[config.mk]
export PLATFORM = sky130hd
export DESIGN_NAME = sprite_frame_counter_flat
export DESIGN_NICKNAME = d
export VERILOG_FILES = /design/src/rtl/sprite_frame_counter_if.sv /design/src/rtl/sprite_frame_counter.sv /design/src/flat_wrapper.sv
export SDC_FILE = /design/constraint.sdc
export NUM_CORES = 1
export LEC_CHECK = 0
export ABC_CLOCK_PERIOD_IN_PS = 32200
export CAP_MARGIN = 0
export CORE_MARGIN = 5
export CORE_UTILIZATION = 45
export DETAILED_ROUTE_END_ITERATION = 12
export HOLD_SLACK_MARGIN = 0.03
export PLACE_DENSITY = 0.7
export SYNTH_ARGS = -nofsm -noshare
export SYNTH_HDL_FRONTEND = slang
export SYNTH_SLANG_ARGS = --single-unit
[constraint.sdc]
create_clock -name CLOCK_25 -period 32.2 [get_ports CLOCK_25]
set_input_delay 6.44 -clock CLOCK_25 [delete_from_list [all_inputs] [get_ports CLOCK_25]]
set_output_delay 6.44 -clock CLOCK_25 [all_outputs]
set_load 0.005 [all_outputs]
[src/rtl/sprite_frame_counter_if.sv]
// Bus bundle for sprite_frame_counter: video taps, control and readback.
// SPRITE_COLLISION_EN widens OVF by one bit for the collision channel.
interface sprite_frame_counter_if #(
  parameter int N_CH  = 8,
  parameter int CNT_W = 19,
  parameter int SEL_W = 4
);
`ifdef SPRITE_COLLISION_EN
  localparam int OVF_W = N_CH + 1;
`else
  localparam int OVF_W = N_CH;
`endif

  logic [N_CH-1:0]  SPRITES_EN;
  logic             VGA_BLANK_N;
  logic             VGA_VS;
  logic             START;
  logic             CONT;
  logic [SEL_W-1:0] RD_SEL;
  logic [CNT_W-1:0] RD_DATA;
  logic [OVF_W-1:0] OVF;
  logic             FRAME_DONE;
  logic [7:0]       FRAME_CNT;
  logic             BUSY;

  modport master (
    output SPRITES_EN, VGA_BLANK_N, VGA_VS, START, CONT, RD_SEL,
    input  RD_DATA, OVF, FRAME_DONE, FRAME_CNT, BUSY
  );

  modport slave (
    input  SPRITES_EN, VGA_BLANK_N, VGA_VS, START, CONT, RD_SEL,
    output RD_DATA, OVF, FRAME_DONE, FRAME_CNT, BUSY
  );
endinterface

[src/rtl/sprite_frame_counter.sv]
// Per-frame active-pixel counter for each sprite-enable line, frames bounded
// by VGA_VS rising edges; results latched and read back through RD_SEL.
// Optional macro SPRITE_COLLISION_EN adds a channel at index N_CH counting
// active pixels with two or more sprites enabled.

// One saturating accumulator with a sticky overflow flag.
module sfc_lane #(
  parameter int CNT_W = 19
) (
  input  logic             clk,
  input  logic             rst,
  input  logic             clr_i,
  input  logic             inc_i,
  output logic [CNT_W-1:0] acc_o,
  output logic             ovf_o
);
  logic [CNT_W-1:0] acc_q, acc_d;
  logic             ovf_q, ovf_d;

  // clear wins; an increment at full scale holds the value and flags overflow
  always_comb begin
    acc_d = acc_q;
    ovf_d = ovf_q;
    if (clr_i) begin
      acc_d = '0;
      ovf_d = 1'b0;
    end else if (inc_i) begin
      if (&acc_q) ovf_d = 1'b1;
      else        acc_d = acc_q + 1'b1;
    end
  end

  // accumulator state
  always_ff @(posedge clk or posedge rst) begin
    if (rst) begin
      acc_q <= '0;
      ovf_q <= 1'b0;
    end else begin
      acc_q <= acc_d;
      ovf_q <= ovf_d;
    end
  end

  assign acc_o = acc_q;
  assign ovf_o = ovf_q;
endmodule

module sprite_frame_counter #(
  parameter int N_CH  = 8,
  parameter int CNT_W = 19,
  parameter int SEL_W = 4
) (
  input  logic CLOCK_25,
  input  logic RESET,
  sprite_frame_counter_if.slave bus
);
`ifdef SPRITE_COLLISION_EN
  localparam int NACC = N_CH + 1;
`else
  localparam int NACC = N_CH;
`endif

  localparam logic [1:0] S_IDLE  = 2'd0;
  localparam logic [1:0] S_WAIT  = 2'd1;
  localparam logic [1:0] S_COUNT = 2'd2;

  logic [1:0]                 state_q, state_d;
  logic                       vs_q;
  logic                       vs_rise;
  logic                       clr, cnt_en, capture;
  logic [NACC-1:0]            hit;
  logic [NACC-1:0][CNT_W-1:0] acc;
  logic [NACC-1:0]            lovf;
  logic [NACC-1:0][CNT_W-1:0] res_q;
  logic [NACC-1:0]            ovf_q;
  logic                       done_q;
  logic [7:0]                 fcnt_q;
  logic [CNT_W-1:0]           rd_q, rd_d;

  assign vs_rise = bus.VGA_VS & ~vs_q;
  // the vs_rise pixel is never counted; accumulators restart on every boundary
  assign clr     = (state_q == S_IDLE) | vs_rise;
  assign cnt_en  = (state_q == S_COUNT) & ~vs_rise & bus.VGA_BLANK_N;
  assign capture = (state_q == S_COUNT) & vs_rise;

  // per-channel hit for this pixel (plus the overlap channel when enabled)
  always_comb begin
    hit = '0;
    for (int i = 0; i < N_CH; i++) hit[i] = bus.SPRITES_EN[i];
`ifdef SPRITE_COLLISION_EN
    hit[N_CH] = ($countones(bus.SPRITES_EN) >= 2);
`endif
  end

  for (genvar g = 0; g < NACC; g++) begin : g_lane
    sfc_lane #(.CNT_W(CNT_W)) u_lane (
      .clk   (CLOCK_25),
      .rst   (RESET),
      .clr_i (clr),
      .inc_i (cnt_en & hit[g]),
      .acc_o (acc[g]),
      .ovf_o (lovf[g])
    );
  end

  // arm on START, start counting at the next boundary, capture at the one after
  always_comb begin
    state_d = state_q;
    case (state_q)
      S_IDLE:  if (bus.START) state_d = S_WAIT;
      S_WAIT:  if (vs_rise)   state_d = S_COUNT;
      S_COUNT: if (vs_rise)   state_d = bus.CONT ? S_COUNT : S_IDLE;
      default:                state_d = S_IDLE;
    endcase
  end

  // readback mux; selects with no backing register read as zero
  always_comb begin
    rd_d = '0;
    for (int i = 0; i < NACC; i++)
      if (bus.RD_SEL == SEL_W'(i)) rd_d = res_q[i];
  end

  // FSM, sync edge detector, latched results and readback register
  always_ff @(posedge CLOCK_25 or posedge RESET) begin
    if (RESET) begin
      state_q <= S_IDLE;
      vs_q    <= 1'b1;
      res_q   <= '0;
      ovf_q   <= '0;
      done_q  <= 1'b0;
      fcnt_q  <= '0;
      rd_q    <= '0;
    end else begin
      state_q <= state_d;
      vs_q    <= bus.VGA_VS;
      done_q  <= capture;
      rd_q    <= rd_d;
      if (capture) begin
        res_q  <= acc;
        ovf_q  <= lovf;
        fcnt_q <= fcnt_q + 8'd1;
      end
    end
  end

  assign bus.RD_DATA    = rd_q;
  assign bus.OVF        = ovf_q;
  assign bus.FRAME_DONE = done_q;
  assign bus.FRAME_CNT  = fcnt_q;
  assign bus.BUSY       = (state_q != S_IDLE);
endmodule

[src/flat_wrapper.sv]
// flat-port wrapper written by rule: the top's interface ports become plain ports
module sprite_frame_counter_flat 
#(
  parameter int N_CH  = 8,
  parameter int CNT_W = 19,
  parameter int SEL_W = 4
)
  (CLOCK_25, RESET, bus_SPRITES_EN, bus_VGA_BLANK_N, bus_VGA_VS, bus_START, bus_CONT, bus_RD_SEL, bus_RD_DATA, bus_OVF, bus_FRAME_DONE, bus_FRAME_CNT, bus_BUSY);
  sprite_frame_counter_if #(.N_CH(N_CH), .CNT_W(CNT_W), .SEL_W(SEL_W)) bus_i ();
  input  logic CLOCK_25;
  input  logic RESET;
  input wire logic [$bits(bus_i.SPRITES_EN)-1:0] bus_SPRITES_EN;
  input wire logic [$bits(bus_i.VGA_BLANK_N)-1:0] bus_VGA_BLANK_N;
  input wire logic [$bits(bus_i.VGA_VS)-1:0] bus_VGA_VS;
  input wire logic [$bits(bus_i.START)-1:0] bus_START;
  input wire logic [$bits(bus_i.CONT)-1:0] bus_CONT;
  input wire logic [$bits(bus_i.RD_SEL)-1:0] bus_RD_SEL;
  output wire logic [$bits(bus_i.RD_DATA)-1:0] bus_RD_DATA;
  output wire logic [$bits(bus_i.OVF)-1:0] bus_OVF;
  output wire logic [$bits(bus_i.FRAME_DONE)-1:0] bus_FRAME_DONE;
  output wire logic [$bits(bus_i.FRAME_CNT)-1:0] bus_FRAME_CNT;
  output wire logic [$bits(bus_i.BUSY)-1:0] bus_BUSY;
  assign bus_i.SPRITES_EN = bus_SPRITES_EN;
  assign bus_i.VGA_BLANK_N = bus_VGA_BLANK_N;
  assign bus_i.VGA_VS = bus_VGA_VS;
  assign bus_i.START = bus_START;
  assign bus_i.CONT = bus_CONT;
  assign bus_i.RD_SEL = bus_RD_SEL;
  assign bus_RD_DATA = bus_i.RD_DATA;
  assign bus_OVF = bus_i.OVF;
  assign bus_FRAME_DONE = bus_i.FRAME_DONE;
  assign bus_FRAME_CNT = bus_i.FRAME_CNT;
  assign bus_BUSY = bus_i.BUSY;
  sprite_frame_counter #(.N_CH(N_CH), .CNT_W(CNT_W), .SEL_W(SEL_W)) u_core (.CLOCK_25(CLOCK_25), .RESET(RESET), .bus(bus_i));
endmodule
=== Word level (Yosys, flattened, before mapping) ===
Index checks and enable logic that the tools add are counted.

* Register bits: 351
* Input bits: 18
* Output and inout bits: 37
* Word-level logic and storage cells: 179

* Add/subtract/negate cells: 9
* Equality and inequality tests: 20
* Mux-type cells: 61
* Bitwise operators: 15
* Reductions and logical operators: 44

{| class="wikitable"
|+ Operator list
! kind !! count
|-
| 2-to-1 mux 19 bit || 32
|-
| adder 19 x 1 -> 19 bit, second input constant || 8
|-
| AND reduction 19 bit || 8
|-
| nonzero test 2 bit || 17
|-
| AND reduction 2 bit || 16
|-
| 2-to-1 mux 1 bit || 24
|-
| inequality test 2 x 1 -> 1 bit, second input constant || 10
|-
| equality test 4 x 3 -> 1 bit, second input constant || 4
|-
| AND 1 bit || 12
|-
| adder 8 x 1 -> 8 bit, second input constant || 1
|-
| equality test 4 x 2 -> 1 bit, second input constant || 2
|-
| 2-to-1 mux 2 bit || 4
|-
| case mux 2 bit (3 select lines) || 1
|-
| equality test 4 x 1 -> 1 bit, second input constant || 1
|-
| zero test 4 bit || 1
|-
| AND reduction 3 bit || 1
|-
| equality test 2 x 1 -> 1 bit, second input constant || 1
|-
| equality test 2 bit, second input constant || 1
|-
| zero test 2 bit || 1
|-
| inequality test 2 bit, second input constant || 1
|-
| NOT 1 bit || 2
|-
| bitwise OR 1 bit || 1
|}

=== Logic depth before layout (Yosys ltp) ===
* Depth after elaboration: 9
* Depth in mapped cells: 8
* Gate-level depth less buffers: 6

=== Cells and area by module ===
A second synthesis with hierarchy kept.

* Cell total of the unflattened synthesis: 1661
* Area, all modules: 17372.9 um^2

{| class="wikitable"
|+ Modules (own cells, without submodules)
! module !! times used !! cells each !! area each (um^2) !! sequential area each (um^2)
|-
| sfc_lane || 8 || 116 || 1089.8 || 500.5
|-
| sprite_frame_counter || 1 || 733 || 8654.6 || 4780.8
|}

=== Worst setup path before layout ===
No wires, ideal clock.

* Path type: in2reg
* Start: input port bus_VGA_VS
* End: register u_core.ovf_q[7], in the netlist u_core.bus.OVF[7]
* Setup time: 0.125 ns
* Arrival time: 7.998 ns
* Data required time: 32.075 ns
* Slack: 24.077 ns
* Stages on the path: 7
* Buffers on the path: 4
* Cell sequence: nor2b_1 -> buf_2 -> and3_1 -> clkbuf_1 -> clkbuf_1 -> clkbuf_1 -> mux2_2

* Cells in the longest elaborated chain, start to end: 2

{| class="wikitable"
|+ RTL lines
! what !! line !! RTL
|-
| start: declaration || flat_wrapper.sv:14 || <nowiki>input wire logic [$bits(bus_i.VGA_VS)-1:0] bus_VGA_VS;</nowiki>
|-
| AND 1 bit || sprite_frame_counter.sv:80 || <nowiki>assign vs_rise = bus.VGA_VS & ~vs_q;</nowiki>
|-
| AND 1 bit || sprite_frame_counter.sv:84 || <nowiki>assign capture = (state_q == S_COUNT) & vs_rise;</nowiki>
|-
| end signal: assignment || sprite_frame_counter.sv:141 || <nowiki>ovf_q <= lovf;</nowiki>
|-
| end: declaration || sprite_frame_counter.sv:75 || <nowiki>logic [NACC-1:0] ovf_q;</nowiki>
|}

Every way passes these cells.
A chain may end at the register's enable or synchronous reset.

=== Worst setup path after layout ===
* Start: input port bus_VGA_VS
* End: register u_core.res_q[78] (netlist bit)

* Cells in the longest elaborated chain, start to end: 2

{| class="wikitable"
|+ RTL lines
! what !! line !! RTL
|-
| AND 1 bit || sprite_frame_counter.sv:80 ||
|-
| AND 1 bit || sprite_frame_counter.sv:84 ||
|-
| end signal: assignment || sprite_frame_counter.sv:129 || <nowiki>res_q <= '0;</nowiki>
|-
| end signal: assignment || sprite_frame_counter.sv:140 || <nowiki>res_q <= acc;</nowiki>
|-
| end: declaration || sprite_frame_counter.sv:74 || <nowiki>logic [NACC-1:0][CNT_W-1:0] res_q;</nowiki>
|}

Every way passes these cells.

==> metrics.log <==
[metrics] run status: complete, no violations
[metrics] Total Neg Setup Slack: 0 ns
[metrics] buffer depth of the longest clock path: 3
[metrics] Power Dens Cells: 58.8 nW/um^2
[metrics] cell at the root of the clock tree: clkbuf_16
[metrics] crit path launch type: primary input
[metrics] Req. time, crit path: 32.61 ns
[metrics] area share of the leading cell type in the synthesized netlist: 52.5%
[metrics] Avg Cell Area, Syn: 11.0 sq um
[metrics] number of buffers inserted during clock tree synthesis: 38
[metrics] primary flip-flop cell chosen by synthesis mapping: dfrtp_1
[metrics] upper clock frequency limit: 111 MHz
[metrics] Max Transition Viols Final: 0
[metrics] Die W: 202 um
[metrics] largest net degree at the start of global routing: 144
[metrics] number of fill cells in the layout: 3204
[metrics] flip-flop and latch count after synthesis: 351
[metrics] count of H-tree levels built during CTS: 2
[metrics] terminating pin of the worst hold path: u_core.bus.FRAME_CNT[7]
[metrics] peak fanout along the critical path: 86
[metrics] Iter 0 DRT Violations: 1312
[metrics] count of yosys warnings during synthesis: 0
[metrics] total core area: 36600 sq um
[metrics] number of gates given a new drive strength after cts: 0
[metrics] Register-to-Register Path Depth: 9
[metrics] number of instances in the synthesized netlist: 1521
[metrics] antenna-violating nets left: 0
[metrics] number of antenna violations at the first check in global routing: 5
[metrics] nets: 1579
[metrics] RR Startpoint: u_core.state_q[0]
[metrics] overall routing resource usage: 20.7%
[metrics] total overflow reported by the global router: 0
[metrics] die outline area: 41000 sq um
[metrics] Adder-Cell Fraction of Synth Area: 0.675%
[metrics] endpoints failing hold: 0
[metrics] final critical delay including setup and external delays: 9.02 ns
[metrics] total DRC errors in the routed layout: 0
[metrics] Routed Wire Length: 42900 um
[metrics] top-level I/O count: 55
[metrics] Mapped Nets: 1548
[metrics] fraction of layout cells with a size suffix above 1: 17.0%
[metrics] minimum setup slack after placement: 22.61 ns
[metrics] vias: 12585
[metrics] hold path startpoint: u_core.bus.FRAME_CNT[7]
[metrics] number of buffers added on ports: 54
[metrics] post-route clock skew: 0.0148 ns
[metrics] first-pass GRT wire length: 68700 um
[metrics] dominant combinational cell family by area after synthesis: simple AND/OR/NAND/NOR gates
[metrics] final critical-path share of the clock period: 28.0%
[metrics] number of global-route vias before repair: 12185
[metrics] Pleak: 8.29 nW
[metrics] buffers inserted by post-CTS timing repair: 0
[metrics] floorplan die height: 202 um
[metrics] clock latency of the later-clocked register in the worst-skew pair: 0.53 ns
[metrics] remaining max-slew budget at the tightest pin: 6.98%
[metrics] Post-DP HPWL: 29400 um
[metrics] hold_buf cts: 0
[metrics] cell accounting for the most synthesized area: dfrtp_1
[metrics] Post-synth EDFFs: 0
[metrics] xor and xnor fraction of the mapped netlist area: 4.57%
[metrics] mux cell area share after synthesis: 12.1%
[metrics] actual transition at the worst max-transition pin: 1.39 ns
[metrics] max-cap violations: 0
[metrics] Final WS setup: 23.18 ns
[metrics] starting density of the core: 45.5%
[metrics] growth of design area from synthesis to finish: 13.8%
[metrics] library cells used by synthesis: 68
[metrics] Inserted Diodes: 0
[metrics] Vias/cell: 6.15
[metrics] setup repair after global routing missed its margin: no
[metrics] R2R setup slack: 29.00 ns
[metrics] setup-violating endpoint count in the final report: 0
[metrics] placer congestion estimate: 0.860
[metrics] maximum resistive drop on vdd: 32.7 uV
[metrics] CTS tree: built
[metrics] data arrival time of the critical path: 9.42 ns
[metrics] average detailed-routed wire length per instance: 20.9 um
[metrics] Min-Delay Path Depth: 1
[metrics] post-CTS clock slew at the launch and capture registers of the worst setup and hold paths: 0.06 ns
[metrics] placement row count: 70
[metrics] Async S/R FF share, synth: 100%
[metrics] iteration count of the initial detailed-routing pass: 8
[metrics] category of the critical setup timing path: in -> reg
[metrics] reg-to-reg endpoint: u_core.g_lane[1].u_lane.acc_o[17]
[metrics] ranking of synthesized cells by area: dfrtp_1 53%, mux2_2 11%, nor2_1 3.3%
[metrics] Synth Area in Compound Gates: 11.3%
[metrics] classification of the worst-slack hold path: reg -> reg
[metrics] synthesized cell area: 16700 sq um
[metrics] Synth Area in Simple Gates: 16.5%
[metrics] CTS sink count: 351
[metrics] category of the worst setup path capture point: flop
[metrics] share of the yosys chip area belonging to registers: 52.7%
[cells by family (layout without fill, tap and decap cells)]
family / after synthesis / after routing
buffers and inverters: 93 / 152
adders and majority gates: 9 / 9
AOI/OAI and AO/OA: 272 / 272
muxes: 178 / 178
DFF: 351 / 351
xor gates and xnor gates: 87 / 87
and+or+nand+nor: 531 / 531
[worst max path at each step]
stage | from | end | cells past startpoint
after floorplan | RESET | u_core.bus.FRAME_CNT[0] | 1
after global placement | RESET | u_core.g_lane[3].u_lane.acc_o[3] | 4
after detailed placement | RESET | u_core.res_q[60] | 4
after CTS | RESET | u_core.res_q[66] | 4
after global routing | RESET | u_core.g_lane[3].u_lane.acc_o[3] | 4
final | bus_VGA_VS | u_core.res_q[78] | 6
[synthesized netlist by cell type, drive strengths merged, types with 9 or more instances]
cell type    n
dfrtp      350
and2        16
a22o        13
o211ai      21
nor3        30
a211oi      15
o2111ai      9
xnor2       35
a31oi       17
mux2i       11
nor2b       11
o21ai       57
inv         15
o31ai       13
ha           9
and3        39
mux2       164
a222oi      13
o21a        16
nand2       89
buf         16
or4         17
nor2       149
clkbuf      62
and4        21
a21oi       45
nand4       45
or3         29
xor2        52
nand3       54
nor4        10
[where the power goes]
group          internal, W  switching [W]
registers         0.000463      0.0000227
logic            0.0000502       0.000116
clock network     0.000288       0.000176
total             0.000802       0.000315
[metrics by stage]
step | power, W | std cells | instance area [sq um] | util (%) | hold slack, ns
after detailed placement | 0.000658 | 1980 | 17600 | 48.1 | 0.460
final | 0.00112 | 2048 | 19000 | 51.8 | 0.475
after floorplan | 0.000597 | 1521 | 16700 | - | 0.446
after CTS | 0.00112 | 2048 | 19000 | 51.8 | 0.472
after global routing | 0.00116 | 2048 | 19000 | 51.8 | 0.487
after global placement | 0.000655 | 1980 | 17600 | 48.1 | 0.460
[area by class of cell]
| class | count | area [sq um] | area share (%) |
|---|---|---|---|
| clock buffers | 48 | 1090 | 5.76 |
| inverters | 15 | 63.8 | 0.336 |
| multi-input cells | 1077 | 7540 | 39.7 |
| well taps | 468 | 586 | 3.09 |
| clock inverters | 20 | 260 | 1.37 |
| flip-flops and latches | 351 | 8780 | 46.3 |
| repair buffers | 69 | 653 | 3.44 |
[metal layers]
layer	global-route usage [%]	vias to the layer above	share of wire, %
met4	7.59	10	3.5
met5	0	-	0.18
met3	4.02	101	6.2
met1	28.6	6400	43
met2	32.9	388	47
li1	-	5686	-
[flip-flops by register name, summed over array words and instances, names as in the netlist]
register	cells
u_core.bus.FRAME_DONE	1
u_core.res_q	152
u_core.bus.RD_DATA	19
u_core.bus.FRAME_CNT	8
u_core.g_lane.u_lane.acc_o	152
u_core.g_lane.u_lane.ovf_o	8
u_core.state_q	2
u_core.vs_q	1
u_core.bus.OVF	8
[layout by cell type, fill, tap and decap left out, types with 11 or more instances in the layout]
cell	synthesis	final
and3_1	39	38
nand2_1	89	88
a21oi_1	45	45
clkdlybuf4s50_1	0	54
nor3_1	30	30
a31oi_1	17	17
xor2_1	52	52
mux2_2	164	164
nand4_1	45	45
o21a_1	16	16
a211oi_1	15	15
o211ai_1	21	21
dfrtp_1	350	350
inv_1	15	14
and4_1	20	20
o21ai_0	53	53
nor2_1	148	147
xnor2_1	35	35
or3_1	28	28
buf_4	0	15
nor2b_1	11	11
and2_1	12	12
o31ai_1	13	13
a22o_1	13	13
a222oi_1	13	13
mux2i_1	11	11
nand3_1	54	54
clkbuf_16	0	41
or4_1	15	15
[critical path: stages]
cell and delay (ns):
clkdlybuf4s50_1 0.52, nor2b_1 0.15, buf_4 0.28, and3_4 0.57
buf_4 0.92, mux2_2 0.43
No activity file was read; power rests on OpenSTA's default activity.
